[src/rtl/wb_write_queue_if.sv]
// ------------------------------------------------------------------
// wb_write_queue_if: pipe/secondary/register-file/decode bundle of wb_write_queue.
// Rev 1.0
// ------------------------------------------------------------------
`default_nettype none

interface wb_write_queue_if #(
  parameter int DEPTH = 4,
  parameter int AW    = 5,
  parameter int DW    = 32
);
  logic                   pipe_we;
  logic [AW-1:0]          pipe_waddr;
  logic [DW-1:0]          pipe_wdata;
  logic                   sec_valid;
  logic                   sec_ready;
  logic [AW-1:0]          sec_waddr;
  logic [DW-1:0]          sec_wdata;
  logic                   rf_we;
  logic [AW-1:0]          rf_waddr;
  logic [DW-1:0]          rf_wdata;
  logic [AW-1:0]          q_addr_a;
  logic [AW-1:0]          q_addr_b;
  logic                   pend_a;
  logic                   pend_b;
  logic [$clog2(DEPTH):0] q_count;

  modport master (
    output pipe_we, pipe_waddr, pipe_wdata,
    output sec_valid, sec_waddr, sec_wdata,
    output q_addr_a, q_addr_b,
    input  sec_ready, rf_we, rf_waddr, rf_wdata,
    input  pend_a, pend_b, q_count
  );

  modport slave (
    input  pipe_we, pipe_waddr, pipe_wdata,
    input  sec_valid, sec_waddr, sec_wdata,
    input  q_addr_a, q_addr_b,
    output sec_ready, rf_we, rf_waddr, rf_wdata,
    output pend_a, pend_b, q_count
  );
endinterface

`default_nettype wire

[src/rtl/wb_write_queue.sv]
// ------------------------------------------------------------------
// wb_write_queue: register-file write-port arbiter, WB first, secondary results via FIFO.
// Rev 1.0
// ------------------------------------------------------------------
`default_nettype none

module wb_write_queue #(
  parameter int DEPTH = 4,
  parameter int AW    = 5,
  parameter int DW    = 32
) (
  input  logic                 clk,
  input  logic                 reset,
  wb_write_queue_if.slave      bus
);
  localparam int PW = $clog2(DEPTH);
  localparam int CW = PW + 1;

  logic [DEPTH-1:0] live;
  logic [AW-1:0]    addr_mem [DEPTH];
  logic [DW-1:0]    data_mem [DEPTH];
  logic [PW-1:0]    head;
  logic [PW-1:0]    tail;
  logic [CW-1:0]    count;

  logic pipe_wr;
  logic pop;
  logic enq;
  logic hit_a;
  logic hit_b;

  assign pipe_wr       = bus.pipe_we && (bus.pipe_waddr != '0);
  assign pop           = !reset && !pipe_wr && (count != '0);
  assign bus.sec_ready = !reset && (count < CW'(DEPTH));
  assign enq           = bus.sec_valid && bus.sec_ready;
  assign bus.q_count   = count;

  // Live is cleared on pop, so a set live bit always marks an occupied entry.
  always_ff @(posedge clk) begin
    if (reset) begin
      head  <= '0;
      tail  <= '0;
      count <= '0;
      live  <= '0;
    end else begin
      for (int i = 0; i < DEPTH; i++) begin
        if (pipe_wr && (addr_mem[i] == bus.pipe_waddr)) begin
          live[i] <= 1'b0;
        end
      end
      if (pop) begin
        live[head] <= 1'b0;
        head       <= head + 1'b1;
      end
      // Enqueue comes last so the younger entry survives a same-cycle kill.
      if (enq) begin
        live[tail]     <= (bus.sec_waddr != '0);
        addr_mem[tail] <= bus.sec_waddr;
        data_mem[tail] <= bus.sec_wdata;
        tail           <= tail + 1'b1;
      end
      count <= count + CW'(enq) - CW'(pop);
    end
  end

  always_comb begin
    bus.rf_we    = 1'b0;
    bus.rf_waddr = '0;
    bus.rf_wdata = '0;
    if (pipe_wr && !reset) begin
      bus.rf_we    = 1'b1;
      bus.rf_waddr = bus.pipe_waddr;
      bus.rf_wdata = bus.pipe_wdata;
    end else if (pop && live[head]) begin
      bus.rf_we    = 1'b1;
      bus.rf_waddr = addr_mem[head];
      bus.rf_wdata = data_mem[head];
    end
  end

  always_comb begin
    hit_a = 1'b0;
    hit_b = 1'b0;
    for (int i = 0; i < DEPTH; i++) begin
      if (live[i] && (addr_mem[i] == bus.q_addr_a)) hit_a = 1'b1;
      if (live[i] && (addr_mem[i] == bus.q_addr_b)) hit_b = 1'b1;
    end
    bus.pend_a = hit_a && !reset && (bus.q_addr_a != '0);
    bus.pend_b = hit_b && !reset && (bus.q_addr_b != '0);
  end
endmodule

`default_nettype wire

[src/flat_wrapper.sv]
// flat-port wrapper written by rule: the top's interface ports become plain ports
module wb_write_queue_flat 
#(
  parameter int DEPTH = 4,
  parameter int AW    = 5,
  parameter int DW    = 32
)
  (clk, reset, bus_pipe_we, bus_pipe_waddr, bus_pipe_wdata, bus_sec_valid, bus_sec_waddr, bus_sec_wdata, bus_q_addr_a, bus_q_addr_b, bus_sec_ready, bus_rf_we, bus_rf_waddr, bus_rf_wdata, bus_pend_a, bus_pend_b, bus_q_count);
  wb_write_queue_if #(.DEPTH(DEPTH), .AW(AW), .DW(DW)) bus_i ();
  input  logic clk;
  input  logic reset;
  input wire logic [$bits(bus_i.pipe_we)-1:0] bus_pipe_we;
  input wire logic [$bits(bus_i.pipe_waddr)-1:0] bus_pipe_waddr;
  input wire logic [$bits(bus_i.pipe_wdata)-1:0] bus_pipe_wdata;
  input wire logic [$bits(bus_i.sec_valid)-1:0] bus_sec_valid;
  input wire logic [$bits(bus_i.sec_waddr)-1:0] bus_sec_waddr;
  input wire logic [$bits(bus_i.sec_wdata)-1:0] bus_sec_wdata;
  input wire logic [$bits(bus_i.q_addr_a)-1:0] bus_q_addr_a;
  input wire logic [$bits(bus_i.q_addr_b)-1:0] bus_q_addr_b;
  output wire logic [$bits(bus_i.sec_ready)-1:0] bus_sec_ready;
  output wire logic [$bits(bus_i.rf_we)-1:0] bus_rf_we;
  output wire logic [$bits(bus_i.rf_waddr)-1:0] bus_rf_waddr;
  output wire logic [$bits(bus_i.rf_wdata)-1:0] bus_rf_wdata;
  output wire logic [$bits(bus_i.pend_a)-1:0] bus_pend_a;
  output wire logic [$bits(bus_i.pend_b)-1:0] bus_pend_b;
  output wire logic [$bits(bus_i.q_count)-1:0] bus_q_count;
  assign bus_i.pipe_we = bus_pipe_we;
  assign bus_i.pipe_waddr = bus_pipe_waddr;
  assign bus_i.pipe_wdata = bus_pipe_wdata;
  assign bus_i.sec_valid = bus_sec_valid;
  assign bus_i.sec_waddr = bus_sec_waddr;
  assign bus_i.sec_wdata = bus_sec_wdata;
  assign bus_i.q_addr_a = bus_q_addr_a;
  assign bus_i.q_addr_b = bus_q_addr_b;
  assign bus_sec_ready = bus_i.sec_ready;
  assign bus_rf_we = bus_i.rf_we;
  assign bus_rf_waddr = bus_i.rf_waddr;
  assign bus_rf_wdata = bus_i.rf_wdata;
  assign bus_pend_a = bus_i.pend_a;
  assign bus_pend_b = bus_i.pend_b;
  assign bus_q_count = bus_i.q_count;
  wb_write_queue #(.DEPTH(DEPTH), .AW(AW), .DW(DW)) u_core (.clk(clk), .reset(reset), .bus(bus_i));
endmodule
[config.mk]
export PLATFORM = sky130hd
export DESIGN_NAME = wb_write_queue_flat
export DESIGN_NICKNAME = d
export VERILOG_FILES = /design/src/rtl/wb_write_queue_if.sv /design/src/rtl/wb_write_queue.sv /design/src/flat_wrapper.sv
export SDC_FILE = /design/constraint.sdc
export NUM_CORES = 1
export LEC_CHECK = 0
export ABC_AREA = 1
export BUFFER_PORTS_ARGS = -buffer_cell sky130_fd_sc_hd__clkbuf_2
export CORE_MARGIN = 2
export CORE_UTILIZATION = 55
export CTS_BUF_LIST = sky130_fd_sc_hd__clkbuf_8
export DETAILED_ROUTE_END_ITERATION = 10
export PLACE_DENSITY = 0.78
export SLEW_MARGIN = 20
export SYNTH_ARGS = -nofsm -noshare
export SYNTH_HDL_FRONTEND = slang
export SYNTH_SLANG_ARGS = --single-unit
[constraint.sdc]
create_clock -name clk -period 3.4 [get_ports clk]
set_clock_uncertainty 0.1 [all_clocks]
set_input_delay 0.51 -clock clk [delete_from_list [all_inputs] [get_ports clk]]
set_output_delay 0.51 -clock clk [all_outputs]
set_load 0.005 [all_outputs]
==> qor.csv, run 1 <==
metric,value,unit
Storage cell area,4710,um2
ys flop type,edfxtp_1,
Crit path max-delay family,simple AND/OR/NAND/NOR gates,
fin crit period,2.91,ns
Rows,43,
Synth top area share,0.581,
drt initial violations,685,
syn nets,862,
vias post-DR,6139,
WP data arrival,2.30,ns
Final HPWL DP,12.4,mm
Startpoint Class,input pin,
Final Cycle Share,0.855,
Worst-path clk slew,0.08,ns
Net Sw Frac,0.295,
max cap viols,0,
status,finished clean,
# resized after CTS,0,
Max Fclk,344,MHz
static leakage,0.00363,uW
Fillers,1139,
Starting Density,0.557,
clock share of power,0.272,
antenna violations before repair,0,
CP peak stage delay,0.34,ns
Multi-input gate area,2590,um2
Slew HR,0.500,
cts hold-fix bufs,0,
Pwr Density,490,nW/um2
drt pass-1 iters,5,
pre-CTS setup slack,0.375,ns
finished layout cell area,8800,um2
Total Routing Usage GR,0.260,
Post-synth EDFFs,148,
routed len/inst,17.7,um
post-layout worst setup margin,0.493,ns
Vias/cell,5.67,
DIE HEIGHT,122,um
Final Max Slew Viols,0,
WP data required,2.79,ns
io pins,132,
Reg power frac,0.541,
"count leader, synth",edfxtp_1,
CTS tree,built,
Synth top cells by count,"edfxtp_1 (148), nand2_1 (126), nor2_1 (110)",
NetSw,1280,uW
Comb power frac,0.187,
Critical-path top delay cell,nor2_8,
port bufs,131,
Gate Count Post-Synth,764,
CTS Sinks,161,
Die ar.,14900,um2
Final nets,987,
CP bufs+invs,4,
CTS Root Cell,clkbuf_8,
diode count,0,
final hold vios,0,
setup violators final,0,
P_int,3040,uW
dpl cell area,8470,um2
clock buffer count from CTS,17,
syn_area_per_cell,10.0,um2
worst ir drop on vdd,0.000368,V
number of remaining DRC errors,0,
TNS Setup,0,ns
post-synth cell types,27,
wire length of the first global-routing pass,28.9,mm
synthesized cell area,7640,um2
synth warn,0,
number of global-route vias before repair,5677,
fraction of registers with async set/reset,0,
CTS H-tree lvls,4,
ranking of synthesized cells by area,"edfxtp_1 (58%), o21ai_0 (6.7%), nand2_1 (6.2%)",
setup bufs post-CTS,0,
antenna-violating nets left,0,
Crit Path Max Fanout,41,
Tightest Hold Check Type,input pin to register,
P&R area growth vs syn,15.2,%
RSZ-0062 raised after global routing,no,
Layout Cells excl Fill,1082,
die width,122,um
CP Cell Sequence,"clkbuf_2, nor2_2, nand3_2, nand2_4, inv_4, nor2_8, nand2_4, nor2_8, buf_4, nand2_1, nand2_1, clkbuf_2",
deepest clock path buffer count,2,
largest net degree at the start of global routing,76,
post-layout util,0.642,
worst-margin pin slew,0.749,ns
"FF+latch count, synth",161,
Crit. End Element,output pin,
routed wire length,19.1,mm
total gr overflow,0,
DP Cell Count,1050,
clk_lat worst skew,0.43,ns
largest area contributor in the netlist,edfxtp_1,
crit path kind,input pin to output pin,
share of layout cells above drive strength 1,0.210,
GP Congestion,1.03,
register area share after synthesis,0.615,
core footprint,13700,um2
-- layout by cell type, fill, tap and decap left out, types with 6 or more instances in the layout --
cell,n
dfxtp_1,12
ha_1,9
nand4_1,6
edfxtp_1,148
clkbuf_8,17
a21oi_1,27
xor2_1,17
buf_4,14
nand2_1,126
o21ai_0,102
inv_1,50
o22ai_1,49
clkbuf_2,131
nor2_1,106
nand3_1,54
-- cell type report --
| cell class | instances | area share |
|---|---|---|
| clock buffer | 17 | 0.0266 |
| sequential | 161 | 0.534 |
| inverter | 50 | 0.0216 |
| clock inverter | 15 | 0.0112 |
| multi-input combinational | 514 | 0.294 |
| timing repair buffer | 145 | 0.0864 |
| tap | 180 | 0.0256 |
-- power by group through the flow --
| stage | clock [uW] | combinational [uW] | sequential (uW) |
|---|---|---|---|
| 6_report | 1170 | 807 | 2340 |
| 5_1_grt | 1290 | 907 | 2340 |
| 4_1_cts | 1190 | 806 | 2330 |
| 3_5_place_dp | 0 | 803 | 2380 |
| 3_3_place_gp | 0 | 785 | 2380 |
| 2_1_floorplan | 0 | 519 | 2370 |
-- metal layers --
layer	wire (um)	track usage
met5	0	0
met4	529	0.116
met3	1690	0.0693
met2	9170	0.421
met1	7730	0.330
-- worst reg2reg max path: stages (launching register included) --
cell	delay (ns)
dfxtp_1	0.43
nor2_1	0.08
nand2_1	0.23
nand2_4	0.13
nor2_1	0.20
o21bai_1	0.15
ha_1	0.16
inv_1	0.05
fa_1	0.37
xor2_1	0.16
o21ai_0	0.17
a21oi_1	0.05
-- registers in the layout, indices dropped and copies added, names as in the netlist, named ones only --
| name | flops |
|---|---|
| u_core.head | 2 |
| u_core.live | 4 |
| u_core.tail | 2 |
| u_core.bus.q_count | 3 |
| u_core.addr_mem | 20 |
| u_core.data_mem | 128 |
-- cells by family after synthesis --
logic type	after synthesis	share of synthesized area
compound gates	179	0.126
xor+xnor	21	0.0241
fa+ha+maj	10	0.0173
buf+inv	89	0.0498
flops	161	0.615
simple gates	304	0.168
-- path summary, 6_finish.rpt --
check / start / end / slack [ns] / depth (start not counted)
max: bus_pipe_waddr[2] / bus_rf_wdata[16] / 0.49 / 12
min: bus_sec_wdata[3] / u_core.data_mem[0][3] / 0.19 / 1
max reg2reg: u_core.bus.q_count[1] / u_core.bus.q_count[2] / 1.02 / 11
min reg2reg: u_core.tail[1] / u_core.tail[1] / 0.44 / 2
-- through the flow --
stage / total power, uW / hold slack (ns)
3_5_place_dp: 3180 / 0.414
4_1_cts: 4330 / 0.159
5_1_grt: 4540 / 0.151
2_1_floorplan: 2880 / 0.391
3_3_place_gp: 3160 / 0.405
6_report: 4320 / 0.186
No activity file was read; power rests on OpenSTA's default activity.
==> run 2: changes to the inputs <==
ABC_AREA = 0   (was 1)
PLACE_DENSITY = 0.79   (was 0.78)
==> run 2 against run 1 <==
  * Final cell count down 24%
  * Non-clock buffer count up 2
  * Design area down 1.3%
  * Sequential share of layout area up 0.73 points
  * Die area down 3.2%
  * First-iteration DRC count down 57%
  * Synthesized cell count down 34%
  * Via count down 25%
  * Critical path depth down 4
  * Maximum frequency down 2.0%
  * Clock power up 26%
  * Critical path type unchanged
==> qor.csv, run 2 <==
metric,value,unit,change
Crit path max-delay family,simple AND/OR/NAND/NOR gates,,
CP bufs+invs,3,,-1
routed wire length,16.5,mm,-14%
Max Fclk,337,MHz,-2.0%
fraction of registers with async set/reset,0,,unchanged
"FF+latch count, synth",161,,unchanged
"commonest cells after routing, fill and taps aside","edfxtp_1 (148), clkbuf_2 (131), nand2_1 (80), mux4_2 (38), a21oi_1 (37)",,
setup violators final,0,,unchanged
Die ar.,14400,um2,-3.2%
Pwr Density,531,nW/um2,+8.3%
Startpoint Class,input pin,,
"most used cell, CP",clkbuf_2,,
Final HPWL DP,11.4,mm,-8.2%
# resized after CTS,0,,unchanged
syn_area_per_cell,14.7,um2,+47%
Worst-path clk slew,0.09,ns,about the same
syn nets,602,,-30%
WP data required,2.79,ns,about the same
die width,120,um,-1.6%
Post-synth EDFFs,148,,unchanged
Slew HR,0.352,,-0.148
Starting Density,0.560,,+0.00291
worst-margin pin slew,0.969,ns,+0.220 ns
Overall Power,4610,uW,+6.9%
Crit Path Max Fanout,37,,-9.8%
core footprint,13200,um2,-3.9%
diode count,0,,unchanged
Synth top cells by count,"edfxtp_1 (148), nand2_1 (80), mux4_2 (38)",,
P&R area growth vs syn,17.6,%,
pre-CTS setup slack,0.317,ns,-0.0583 ns
vias post-DR,4608,,-25%
wire length of the first global-routing pass,26.1,mm,-9.7%
WP data arrival,2.36,ns,+0.06 ns
M2 GR Usage,0.407,,-0.0145
Total Routing Usage GR,0.245,,-0.0153
ranking of synthesized cells by area,"edfxtp_1 (60%), mux4_2 (12%), xor2_1 (4.1%)",,
antenna violations before repair,0,,unchanged
deepest clock path buffer count,2,,unchanged
post-synth cell types,37,,+37%
Rows,42,,-2.3%
Final nets,732,,-26%
"commonest non-fill, non-tap cell in the layout",edfxtp_1,,
number of global-route vias before repair,4876,,-14%
ys flop type,edfxtp_1,,
"count leader, synth",edfxtp_1,,
share of layout cells above drive strength 1,0.354,,+0.144
worst ir drop on vdd,0.000355,V,-3.6%
Final Max Slew Viols,0,,unchanged
RSZ-0062 raised after global routing,no,,
most flop-heavy register,u_core.data_mem,,
routed len/inst,20.0,um,+13%
fin crit period,2.97,ns,+0.0588 ns
synthesized cell area,7390,um2,-3.4%
cts hold-fix bufs,0,,unchanged
post-layout worst setup margin,0.435,ns,-0.0588 ns
number of remaining DRC errors,0,,unchanged
Synth top area share,0.602,,+0.0202
crit path kind,input pin to output pin,,
max cap viols,0,,unchanged
antenna-violating nets left,0,,unchanged
CTS Root Cell,clkbuf_8,,
drt initial violations,296,,-57%
Critical-path top delay cell,nor2_4,,
GP Congestion,0.919,,-11%
Storage cell area,4710,um2,about the same
clock buffer count from CTS,17,,unchanged
CTS tree,built,,
busiest grt layer,met2,,
port bufs,131,,unchanged
CTS Sinks,161,,unchanged
largest net degree at the start of global routing,38,,-50%
register area share after synthesis,0.637,,+0.0214
drt pass-1 iters,5,,unchanged
M3 GR Usage,0.0537,,-0.0156
setup bufs post-CTS,0,,unchanged
TNS Setup,0,ns,unchanged
Largest register FFs,128,,unchanged
synth warn,0,,unchanged
largest area contributor in the netlist,edfxtp_1,,
clk_lat worst skew,0.44,ns,about the same
final hold vios,0,,unchanged
met1 Usage GRT,0.312,,-0.0183
CTS H-tree lvls,4,,unchanged
status,finished clean,,
Final Cycle Share,0.872,,+0.0173
CP Cell Sequence,"clkbuf_2, or4_4, o21ai_1, buf_4, nor2_4, nand2_1, a21oi_1, clkbuf_2",,
io pins,132,,unchanged
static leakage,0.00315,uW,-13%
total gr overflow,0,,unchanged
CP peak stage delay,0.73,ns,+0.39 ns
Crit. End Element,output pin,,
Fillers,953,,-16%
DIE HEIGHT,120,um,-1.6%
Tightest Hold Check Type,input pin to register,,
Gate Count Post-Synth,504,,-34%
Vias/cell,5.60,,-1.3%
Multi-input gate area,2470,um2,-4.7%
top flop regs,"u_core.data_mem (128), u_core.addr_mem (20), u_core.live (4)",,
[run 2: changes by cell type after synthesis, sizes merged, moves of 47 or more]
cell / before / now
o21ai: 102 / 4
o22ai: 49 / 2
nand2: 128 / 80
nor2: 114 / 9
nand3: 55 / 8
[run 2: metrics by stage]
step	utilization	instance area [um2]	hold WS, ns	std cells
floorplan	-	7390	0.408	504
global placement	0.626	8250	0.424	791
detailed placement	0.626	8250	0.462	791
CTS	0.659	8690	0.153	823
global route	0.659	8690	0.160	823
finish	0.659	8690	0.179	823
[run 2: logic make-up after synthesis]
kind of cell | count (synthesis) | synth area share
flops | 161 | 0.637
compound gates | 58 | 0.0456
buf+inv | 48 | 0.0305
xor+xnor | 64 | 0.0759
fa+ha+maj | 10 | 0.0180
mux | 38 | 0.116
simple gates | 125 | 0.0776
[run 2: worst paths after layout]
check | start | endpoint | slack (ns) | depth (start not counted)
worst min register to register | u_core.tail[1] | u_core.tail[1] | 0.48 | 2
worst max register to register | u_core.bus.q_count[2] | u_core.addr_mem[1][1] | 1.30 | 4
worst max-delay path | bus_pipe_waddr[4] | bus_rf_wdata[27] | 0.43 | 8
worst min-delay path | bus_sec_wdata[24] | u_core.data_mem[2][24] | 0.18 | 1
[run 2: layout make-up]
type	count	share of cell area
flip-flops and latches	161	0.542
multi-input cells	295	0.284
repair buffers	147	0.0936
clock buffers	19	0.0301
well taps	176	0.0253
clock inverters	13	0.0199
inverters	12	0.00518
[run 2: report_power, final]
group / total (uW) / internal [uW] / switching, uW / leakage, uW
Clock: 1480 / 779 / 705 / 0.000212
Sequential: 2350 / 2280 / 69.8 / 0.00145
Combinational: 781 / 368 / 413 / 0.00149
[run 2: routing by layer]
metal | vias to the layer above | routed length [um]
met5 | - | 0
met4 | 0 | 416
met3 | 34 | 988
met2 | 173 | 8460
met1 | 2263 | 6610
li1 | 2138 | -
